## config.mk

```make
export PLATFORM = sky130hd
export DESIGN_NAME = grant_fsm
export DESIGN_NICKNAME = d
export VERILOG_FILES = /design/src/rtl/grant_fsm_pkg.sv /design/src/rtl/grant_fsm_rr_arbiter.sv /design/src/rtl/grant_fsm.sv
export SDC_FILE = /design/constraint.sdc
export NUM_CORES = 1
export LEC_CHECK = 0
export CAP_MARGIN = 25
export CORE_MARGIN = 1.5
export CORE_UTILIZATION = 45
export CTS_BUF_LIST = sky130_fd_sc_hd__clkbuf_8
export CTS_CLUSTER_DIAMETER = 30
export DETAILED_ROUTE_END_ITERATION = 10
export GPL_ROUTABILITY_DRIVEN = 0
export GPL_TIMING_DRIVEN = 0
export PLACE_DENSITY = 0.77
export SETUP_SLACK_MARGIN = 0.02
export SKIP_CTS_REPAIR_TIMING = 1
export SYNTH_ARGS = -nofsm -noshare
export SYNTH_HDL_FRONTEND = slang
export SYNTH_SLANG_ARGS = --single-unit
export TNS_END_PERCENT = 5
```

## constraint.sdc

```tcl
create_clock -name i_ck -period 4.4 [get_ports i_ck]
set_input_delay 0.44 -clock i_ck [delete_from_list [all_inputs] [get_ports i_ck]]
set_output_delay 0.44 -clock i_ck [all_outputs]
set_load 0.02 [all_outputs]
```

## src/rtl/grant_fsm_pkg.sv

```systemverilog
// Shared types and sizing helpers for the multi-channel grant state machine.
package grant_fsm_pkg;

    typedef enum logic [1:0] {
        CH_IDLE       = 2'd0,
        CH_REQUESTING = 2'd1,
        CH_GRANT      = 2'd2,
        CH_REVOKE     = 2'd3
    } ty_CH_STATE;

    // A zero-width counter is not legal, so HOLD_MAX=0 still yields one bit.
    function automatic int unsigned hold_cnt_width(input int unsigned hold_max);
        int unsigned w;
        w = $clog2(hold_max + 1);
        return (w == 0) ? 1 : w;
    endfunction

    function automatic int unsigned idx_width(input int unsigned n);
        return (n <= 1) ? 1 : $clog2(n);
    endfunction

endpackage

```

## src/rtl/grant_fsm_rr_arbiter.sv

```systemverilog
// Combinational round-robin arbiter: picks the first requester at or after i_ptr, wrapping.
module rr_arbiter
    import grant_fsm_pkg::*;
#(
    parameter int unsigned N_CH = 4,
    parameter int unsigned PW   = idx_width(N_CH)
) (
    input  logic [N_CH-1:0] i_req,
    input  logic [PW-1:0]   i_ptr,
    output logic [N_CH-1:0] o_winner,
    output logic            o_valid
);

    logic [N_CH-1:0] w_mask;
    logic [N_CH-1:0] w_hi;
    logic [N_CH-1:0] w_src;
    logic            w_found;

    always_comb begin
        for (int unsigned i = 0; i < N_CH; i++) begin
            w_mask[i] = (i >= 32'(i_ptr));
        end
    end

    assign w_hi    = i_req & w_mask;
    // Requests at/after ptr take precedence; otherwise wrap to the lowest index.
    assign w_src   = (|w_hi) ? w_hi : i_req;
    assign o_valid = |i_req;

    always_comb begin
        o_winner = '0;
        w_found  = 1'b0;
        for (int unsigned i = 0; i < N_CH; i++) begin
            if (w_src[i] && !w_found) begin
                o_winner[i] = 1'b1;
                w_found     = 1'b1;
            end
        end
    end

endmodule

```

## src/rtl/grant_fsm.sv

```systemverilog
// N_CH per-channel request/grant/revoke FSMs sharing one resource via round-robin arbitration,
// with an optional hold timeout that forces a revoke.
module grant_fsm
    import grant_fsm_pkg::*;
#(
    parameter int unsigned N_CH     = 4,
    parameter int unsigned HOLD_MAX = 16
) (
    input  logic                    i_ck,
    input  logic                    i_srst,
    input  logic [N_CH-1:0]         i_req,
    input  logic [N_CH-1:0]         i_done,
    input  logic [N_CH-1:0]         i_revokeAck,
    output logic [N_CH-1:0]         o_grant,
    output logic [N_CH-1:0]         o_revoke,
    output logic [$clog2(N_CH)-1:0] o_grantIdx,
    output logic                    o_timeout,
    output logic                    o_busy
);

    localparam int unsigned IW = $clog2(N_CH);
    localparam int unsigned CW = hold_cnt_width(HOLD_MAX);
    localparam logic [CW-1:0] HOLD_LAST = CW'((HOLD_MAX == 0) ? 0 : HOLD_MAX - 1);

    logic [N_CH-1:0] w_arb_req;
    logic [N_CH-1:0] w_win;
    logic            w_arb_valid;
    logic [N_CH-1:0] w_active;
    logic [N_CH-1:0] w_in_grant;
    logic [N_CH-1:0] w_grant_now;
    logic [N_CH-1:0] w_grant_nx;
    logic [N_CH-1:0] w_revoke_nx;
    logic [N_CH-1:0] w_tmo_vec;
    logic            w_arb_en;
    logic            w_hold_last;
    logic [IW-1:0]   w_win_idx;
    logic [IW-1:0]   w_idx_next;

    logic [IW-1:0]   r_ptr;
    logic [CW-1:0]   r_cnt;
    logic [N_CH-1:0] r_grant;
    logic [N_CH-1:0] r_revoke;
    logic [IW-1:0]   r_idx;
    logic            r_timeout;
    logic            r_busy;

    rr_arbiter #(
        .N_CH (N_CH),
        .PW   (IW)
    ) u_arb (
        .i_req    (w_arb_req),
        .i_ptr    (r_ptr),
        .o_winner (w_win),
        .o_valid  (w_arb_valid)
    );

    // Arbitrate only on a free resource, judged from registered state.
    assign w_arb_en    = !(|w_active) && w_arb_valid;
    assign w_grant_now = w_arb_en ? w_win : '0;
    assign w_hold_last = (HOLD_MAX != 0) && (r_cnt == HOLD_LAST);

    for (genvar c = 0; c < N_CH; c++) begin : g_ch
        ty_CH_STATE r_state;
        ty_CH_STATE w_state_next;
        logic       w_tmo;

        always_comb begin
            w_state_next = r_state;
            w_tmo        = 1'b0;
            case (r_state)
                CH_IDLE: begin
                    if (i_req[c]) w_state_next = CH_REQUESTING;
                end
                CH_REQUESTING: begin
                    if (!i_req[c])          w_state_next = CH_IDLE;
                    else if (w_grant_now[c]) w_state_next = CH_GRANT;
                end
                CH_GRANT: begin
                    if (i_done[c]) begin
                        w_state_next = CH_REVOKE;
                    end else if (w_hold_last) begin
                        w_state_next = CH_REVOKE;
                        w_tmo        = 1'b1;
                    end
                end
                CH_REVOKE: begin
                    if (i_revokeAck[c]) w_state_next = CH_IDLE;
                end
                default: w_state_next = CH_IDLE;
            endcase
        end

        always_ff @(posedge i_ck) begin
            if (i_srst) r_state <= CH_IDLE;
            else        r_state <= w_state_next;
        end

        assign w_arb_req[c]   = (r_state == CH_REQUESTING) && i_req[c];
        assign w_in_grant[c]  = (r_state == CH_GRANT);
        assign w_active[c]    = (r_state == CH_GRANT) || (r_state == CH_REVOKE);
        assign w_grant_nx[c]  = (w_state_next == CH_GRANT);
        assign w_revoke_nx[c] = (w_state_next == CH_REVOKE);
        assign w_tmo_vec[c]   = w_tmo;
    end

    always_comb begin
        w_win_idx = '0;
        for (int unsigned i = 0; i < N_CH; i++) begin
            if (w_win[i]) w_win_idx = IW'(i);
        end
    end

    always_comb begin
        w_idx_next = '0;
        for (int unsigned i = 0; i < N_CH; i++) begin
            if (w_grant_nx[i] || w_revoke_nx[i]) w_idx_next = IW'(i);
        end
    end

    always_ff @(posedge i_ck) begin
        if (i_srst) begin
            r_ptr <= '0;
        end else if (|w_grant_now) begin
            r_ptr <= (w_win_idx == IW'(N_CH - 1)) ? '0 : w_win_idx + 1'b1;
        end
    end

    always_ff @(posedge i_ck) begin
        if (i_srst) begin
            r_cnt <= '0;
        end else if (|w_grant_now) begin
            r_cnt <= '0;
        end else if ((|w_in_grant) && (HOLD_MAX != 0)) begin
            r_cnt <= r_cnt + 1'b1;
        end
    end

    // Outputs load the next-state decode, so they change with the state flops.
    always_ff @(posedge i_ck) begin
        if (i_srst) begin
            r_grant   <= '0;
            r_revoke  <= '0;
            r_idx     <= '0;
            r_timeout <= 1'b0;
            r_busy    <= 1'b0;
        end else begin
            r_grant   <= w_grant_nx;
            r_revoke  <= w_revoke_nx;
            r_idx     <= w_idx_next;
            r_timeout <= |w_tmo_vec;
            r_busy    <= |(w_grant_nx | w_revoke_nx);
        end
    end

    assign o_grant    = r_grant;
    assign o_revoke   = r_revoke;
    assign o_grantIdx = r_idx;
    assign o_timeout  = r_timeout;
    assign o_busy     = r_busy;

    a_one_owner: assert property (@(posedge i_ck) disable iff (i_srst) $onehot0(w_active));
    a_out_onehot: assert property (@(posedge i_ck) disable iff (i_srst)
                                   $onehot0(o_grant | o_revoke));

endmodule

```

==> metrics.txt, run 1 <==
CTS clk-pin slew, worst paths ~90 ps; #FFs+latches synth 27; drt drc 0; number of global-route vias before repair about 1100; Initial Util 46.7%; Root Buffer clkbuf_8; sw frac 30.8%; initial antenna violation count 0; Max Fclk between 0.4 and 0.5 GHz; Critical Path AT about 2300 ps; Min-Delay Path Class register to register; Syn Area/Cell between 9 and 10 sq um; TritonRoute pass-1 iters 4; First DRT Iteration DRCs between 60 and 70; Async SR Flop Fraction 0%; pins over their slew limit 0; commonest non-fill, non-tap cell in the layout dfxtp_1; die area approximately 3200 sq um; worst-skew pair later-pin latency between 200 and 300 ps; GRT Overall Usage ~20%; GR Overflow Total 0; Seq/Total Area, Yosys 42.4%; Cell Rows 19; reg-to-reg critical path endpoint o_busy; crit start category input pin; Max Buffers Root-to-Sink 2; number of diodes 0; Pleak approximately 0.63 nW; logic gate share of total power between 20 and 30%; vias per std cell between 5 and 6; Slew Limit Headroom between 50% and 60%; crit path kind input pin to register; Post-synth EDFFs 0; WL per Instance ~15 microns; crit path to o_busy; final non-filler cell area about 1600 sq um; final hold violation count 0; filler cell count approximately 260; Cells after Synth between 100 and 150; crit-path max FO 4; Post-Syn Area 1280 sq um; setup_tns 0 ps; maximum vdd drop about 0.26 mV; Clk network pwr share between 20% and 30%; Placed Cells around 190; layout cells sized above 1 8.43%; Buffers on Ports 25; I/O pins 26; post-synth cell types 50; pre-CTS setup slack between 2000 and 2500 ps; Worst-Margin Slew approximately 610 ps; commonest non-fill, non-tap cells in the layout dfxtp_1, clkdlybuf4s50_1, nor2_1; Max Clock Skew roughly 3.1 ps; Area growth syn-to-layout 26.2%; P_int between 0.4 and 0.5 mW; origin of the worst setup path i_req[3]; total chip power slightly below 0.6 mW; synthesized net count 153; Chip Width between 50 and 60 microns; run status completed; fin cells slightly below 200; flop-to-flop setup slack between 2000 and 2500 ps; TritonCTS clock tree yes; WP data required 4560 ps; Final WS setup about 2300 ps; Syn. warnings 0; RSZ-0062 raised after global routing no; placed cell area approximately 1600 sq um; post-layout util between 50 and 60%; Post-DRT Antenna Nets 0; hold_ws slightly above 500 ps; Die H roughly 56 microns; first-pass GRT wire length between 4 and 5 mm; Psw 0.182 mW; Synth Flop Type dfxtp_1; MaxCap Viol Count 0; Sequential Power Share 49.1%; pin count of the biggest net entering global routing 15; Setup-failing EPs final 0; layout net count around 180; R2R depth 5; clock sinks 27; Final period util 48.1%; vias between 1000 and 1500; H-tree Lvls 1; CP Capture Type register; core area approximately 2700 sq um; post-layout min period roughly 2100 ps; final wirelength between 2 and 3 mm; reg2reg start g_ch[3].r_state[1]; CTS buffer count 3; Detailed Place HPWL around 2.2 mm; Power Density 368 nW/um^2
-- sequential cells by signal (all words and copies together), names as in the netlist --
register	count
g_ch.r_state	8
o_busy	1
o_grant	4
o_grantIdx	2
o_revoke	4
o_timeout	1
r_cnt	5
r_ptr	2
-- power groups by stage --
| stage | clock [mW] | sequential (mW) | combinational (mW) |
|---|---|---|---|
| floorplan | 0 | 0.304 | 0.101 |
| global placement | 0 | 0.295 | 0.162 |
| detailed placement | 0 | 0.296 | 0.166 |
| CTS | 0.138 | 0.291 | 0.167 |
| global route | 0.148 | 0.295 | 0.180 |
| finish | 0.134 | 0.291 | 0.168 |
-- how the worst min path moves through the flow --
stage	cells past startpoint	end	from	slack, ps
2_1_floorplan	2	r_cnt[3]	r_cnt[3]	470
3_3_place_gp	2	r_cnt[4]	r_cnt[4]	490
3_5_place_dp	2	r_cnt[4]	r_cnt[4]	500
4_1_cts	2	r_cnt[4]	r_cnt[4]	510
5_1_grt	2	r_cnt[4]	r_cnt[4]	540
6_report	2	r_cnt[4]	r_cnt[4]	510
-- layout make-up --
class                           count  area, sq um  share of cell area, %
Clock inverter                      1         3.75                  0.233
Tap cell                           31         38.8                   2.41
Sequential cell                    27          541                   33.6
Buffer                              2         8.76                  0.544
Multi-Input combinational cell     99          693                   43.0
Clock buffer                        3         41.3                   2.56
Timing Repair Buffer               25          250                   15.5
Inverter                            9         33.8                   2.10
-- synthesized netlist by cell type, types with 3 or more instances --
cell,number,area (sq um)
and3_1,3,18.8
a21oi_1,5,25.0
nand3_1,3,15.0
nand2b_1,3,18.8
nor3_1,4,20.0
nand2_1,11,41.3
dfxtp_1,27,541
nand3b_1,5,37.5
inv_1,9,33.8
nand4_1,4,25.0
o311ai_0,3,26.3
nor2_1,14,52.6
-- per-layer routing --
metal	vias up	global-route usage, %	part of all wire, %
li1	557	-	-
met1	541	25.2	44
met2	41	33.3	50
met3	4	3.00	5.4
met4	0	6.80	0.85
met5	-	0	0
-- worst max-delay path, cell delays in order --
cell             delay (ps)
clkdlybuf4s50_1         460
and3b_1                 250
or4_4                   540
a32oi_4                 330
a21oi_2                 110
nand3b_4                160
-- cell families (layout without fill, tap and decap cells) --
group	after synthesis	count (layout)	share of synthesized area, %
AO/OA/AOI/OAI	29	29	18.9
XOR/XNOR	3	3	2.06
adder cells (fa/ha/maj)	2	2	1.96
buffers and inverters	11	40	3.33
flip-flops	27	27	42.4
multiplexers	1	1	0.784
AND/OR/NAND/NOR	64	64	30.6
(Power assumes the default switching activity.)
==> inputs of run 2 (changes only) <==
==> constraint.sdc (replaced) <==
create_clock -name i_ck -period 1.95 [get_ports i_ck]
set_input_delay 0.195 -clock i_ck [delete_from_list [all_inputs] [get_ports i_ck]]
set_output_delay 0.195 -clock i_ck [all_outputs]
set_load 0.02 [all_outputs]
==> metrics.txt, run 2 (synthesized netlist as in run 1, its figures left out) <==
layout cells sized above 1 12.0% (was 8.43%); Die H 56.3 microns (unchanged); Area growth syn-to-layout 28.0% (was 26.2%); WP data required 2160 ps (was 4560 ps); Power Density 831 nW/um^2 (was 368 nW/um^2); commonest non-fill, non-tap cells in the layout clkdlybuf4s50_1, dfxtp_1, nor2_1 (was dfxtp_1, clkdlybuf4s50_1, nor2_1); maximum vdd drop 0.582 mV (was 0.257 mV); core area 2730 sq um (unchanged); layout net count 184 (was 183); total chip power 1.36 mW (was 0.593 mW); worst-skew pair later-pin latency 260 ps (was 270 ps); GRT Overall Usage 19.6% (unchanged); TritonCTS clock tree yes (unchanged); run status completed (unchanged); First DRT Iteration DRCs 66 (was 63); pre-CTS setup slack -187 ps (was 2020 ps); MaxCap Viol Count 0 (unchanged); Setup-failing EPs final 0 (unchanged); reg-to-reg critical path endpoint o_grant[3] (was o_busy); H-tree Lvls 1 (unchanged); number of diodes 0 (unchanged); CTS clk-pin slew, worst paths 90 ps (about the same); vias per std cell 5.78 (was 5.80); number of global-route vias before repair 1113 (unchanged); origin of the worst setup path r_cnt[0] (was i_req[3]); pins over their slew limit 0 (unchanged); final hold violation count 0 (unchanged); Slew Limit Headroom 59.3% (was 59.0%); worst hold endpoint r_cnt[4] (unchanged); first-pass GRT wire length 4.91 mm (unchanged); Critical Path AT 2090 ps (was 2280 ps); Root Buffer clkbuf_8 (unchanged); Cell Rows 19 (unchanged); initial antenna violation count 0 (unchanged); hold_ws 511 ps (was 508 ps); R2R depth 5 (unchanged); RSZ-0062 raised after global routing no (unchanged); TritonRoute pass-1 iters 4 (unchanged); Max Fclk around 0.53 GHz; Final period util between 90% and 100%; pin count of the biggest net entering global routing 15 (unchanged); Max Clock Skew 2.24 ps (was 3.14 ps); Top reg by flops g_ch.r_state (unchanged); crit start category register (was input pin); I/O pins 26 (unchanged); post-layout min period 1880 ps; post-layout util 59.8% (was 58.9%); Min-Delay Path Class register to register (unchanged); Detailed Place HPWL 2.24 mm (unchanged); crit-path max FO 5 (was 4); die area 3160 sq um (unchanged); Final WS setup 74.5 ps (was 2280 ps); CP Capture Type register (unchanged); Pleak 0.641 nW (was 0.631 nW); max FFs per register 8 (unchanged); HP Start r_cnt[4] (unchanged); Max Buffers Root-to-Sink 2 (unchanged); final wirelength 2.98 mm (was 2.94 mm); WL per Instance 15.1 microns (was 14.9 microns); Worst-Margin Slew 603 ps (was 614 ps); hold depth 2 (unchanged); biggest regs g_ch.r_state (8), r_cnt (5) (unchanged); vias 1145 (was 1143); reg2reg start r_cnt[0] (was g_ch[3].r_state[1]); GR Overflow Total 0 (unchanged); crit path kind register to register (was input pin to register); CTS buffer count 3 (unchanged); Post-DRT Antenna Nets 0 (unchanged); drt drc 0 (unchanged); Buffers on Ports 25 (unchanged); commonest non-fill, non-tap cell in the layout clkdlybuf4s50_1 (was dfxtp_1); flop-to-flop setup slack 70 ps (was 2380 ps); Initial Util 46.7% (unchanged); clock sinks 27 (unchanged); Chip Width 56.3 microns (unchanged)
-- run 2: cell count changes in the layout (fill, tap and decap cells not counted) --
cell / previous run / this run
buf_4: 0 / 2
clkbuf_1: 1 / 0
dfxtp_1: 27 / 24
dfxtp_2: 0 / 2
dfxtp_4: 0 / 1
nor4bb_1: 1 / 0
nor4bb_2: 0 / 1
-- run 2: final cells by class --
type                    instances  area, sq um
multi-input cells              99          699
fillers                       248         1100
plain buffers                   1         5.00
well taps                      31         38.8
flip-flops and latches         27          547
repair buffers                 27          265
clock buffers                   3         41.3
inverters                       9         33.8
clock inverters                 1         3.75
-- run 2: worst max-delay path by stage --
| stage | to | depth (start not counted) |
|---|---|---|
| after global routing | o_grant[3] | 6 |
| after detailed placement | o_busy | 6 |
| after floorplan | o_busy | 5 |
| after global placement | o_busy | 6 |
| final | o_grant[3] | 5 |
| after CTS | o_busy | 5 |
-- run 2: critical path, stage by stage (launching register included) --
cell,delay [ps]
dfxtp_1,340
ha_1,220
and3_1,190
ha_1,240
o311ai_0,580
and3_1,250
-- run 2: power breakdown --
part,internal [mW],switching [mW]
Clock,0.141,0.161
Sequential,0.606,0.0585
Combinational,0.195,0.197
Total,0.942,0.417
-- run 2: per-stage QoR --
step | std cells | instance area, sq um | TNS (ps)
final | 198 | 1630 | 0
after floorplan | 137 | 1280 | 0
after CTS | 197 | 1610 | -62.2
after detailed placement | 193 | 1570 | -874
after global placement | 193 | 1570 | -626
after global routing | 198 | 1630 | 0
-- run 2: metal layers --
layer | up-vias | routed length, microns | global-route usage (%)
met5 | - | 0 | 0
met4 | 0 | 23 | 6.80
met3 | 4 | 133 | 3.00
met2 | 39 | 1470 | 33.3
met1 | 542 | 1350 | 25.2
li1 | 560 | - | -
==> inputs of run 3 (changes only) <==
--- a/config.mk
+++ b/config.mk
@@ -10,6 +10,7 @@
 export CORE_UTILIZATION = 45
 export CTS_BUF_LIST = sky130_fd_sc_hd__clkbuf_8
 export CTS_CLUSTER_DIAMETER = 30
+export CTS_CLUSTER_SIZE = 12
 export DETAILED_ROUTE_END_ITERATION = 10
 export GPL_ROUTABILITY_DRIVEN = 0
 export GPL_TIMING_DRIVEN = 0
==> results of run 3 <==
Same layout as run 2: the final DEF is identical, and so are final timing and power.
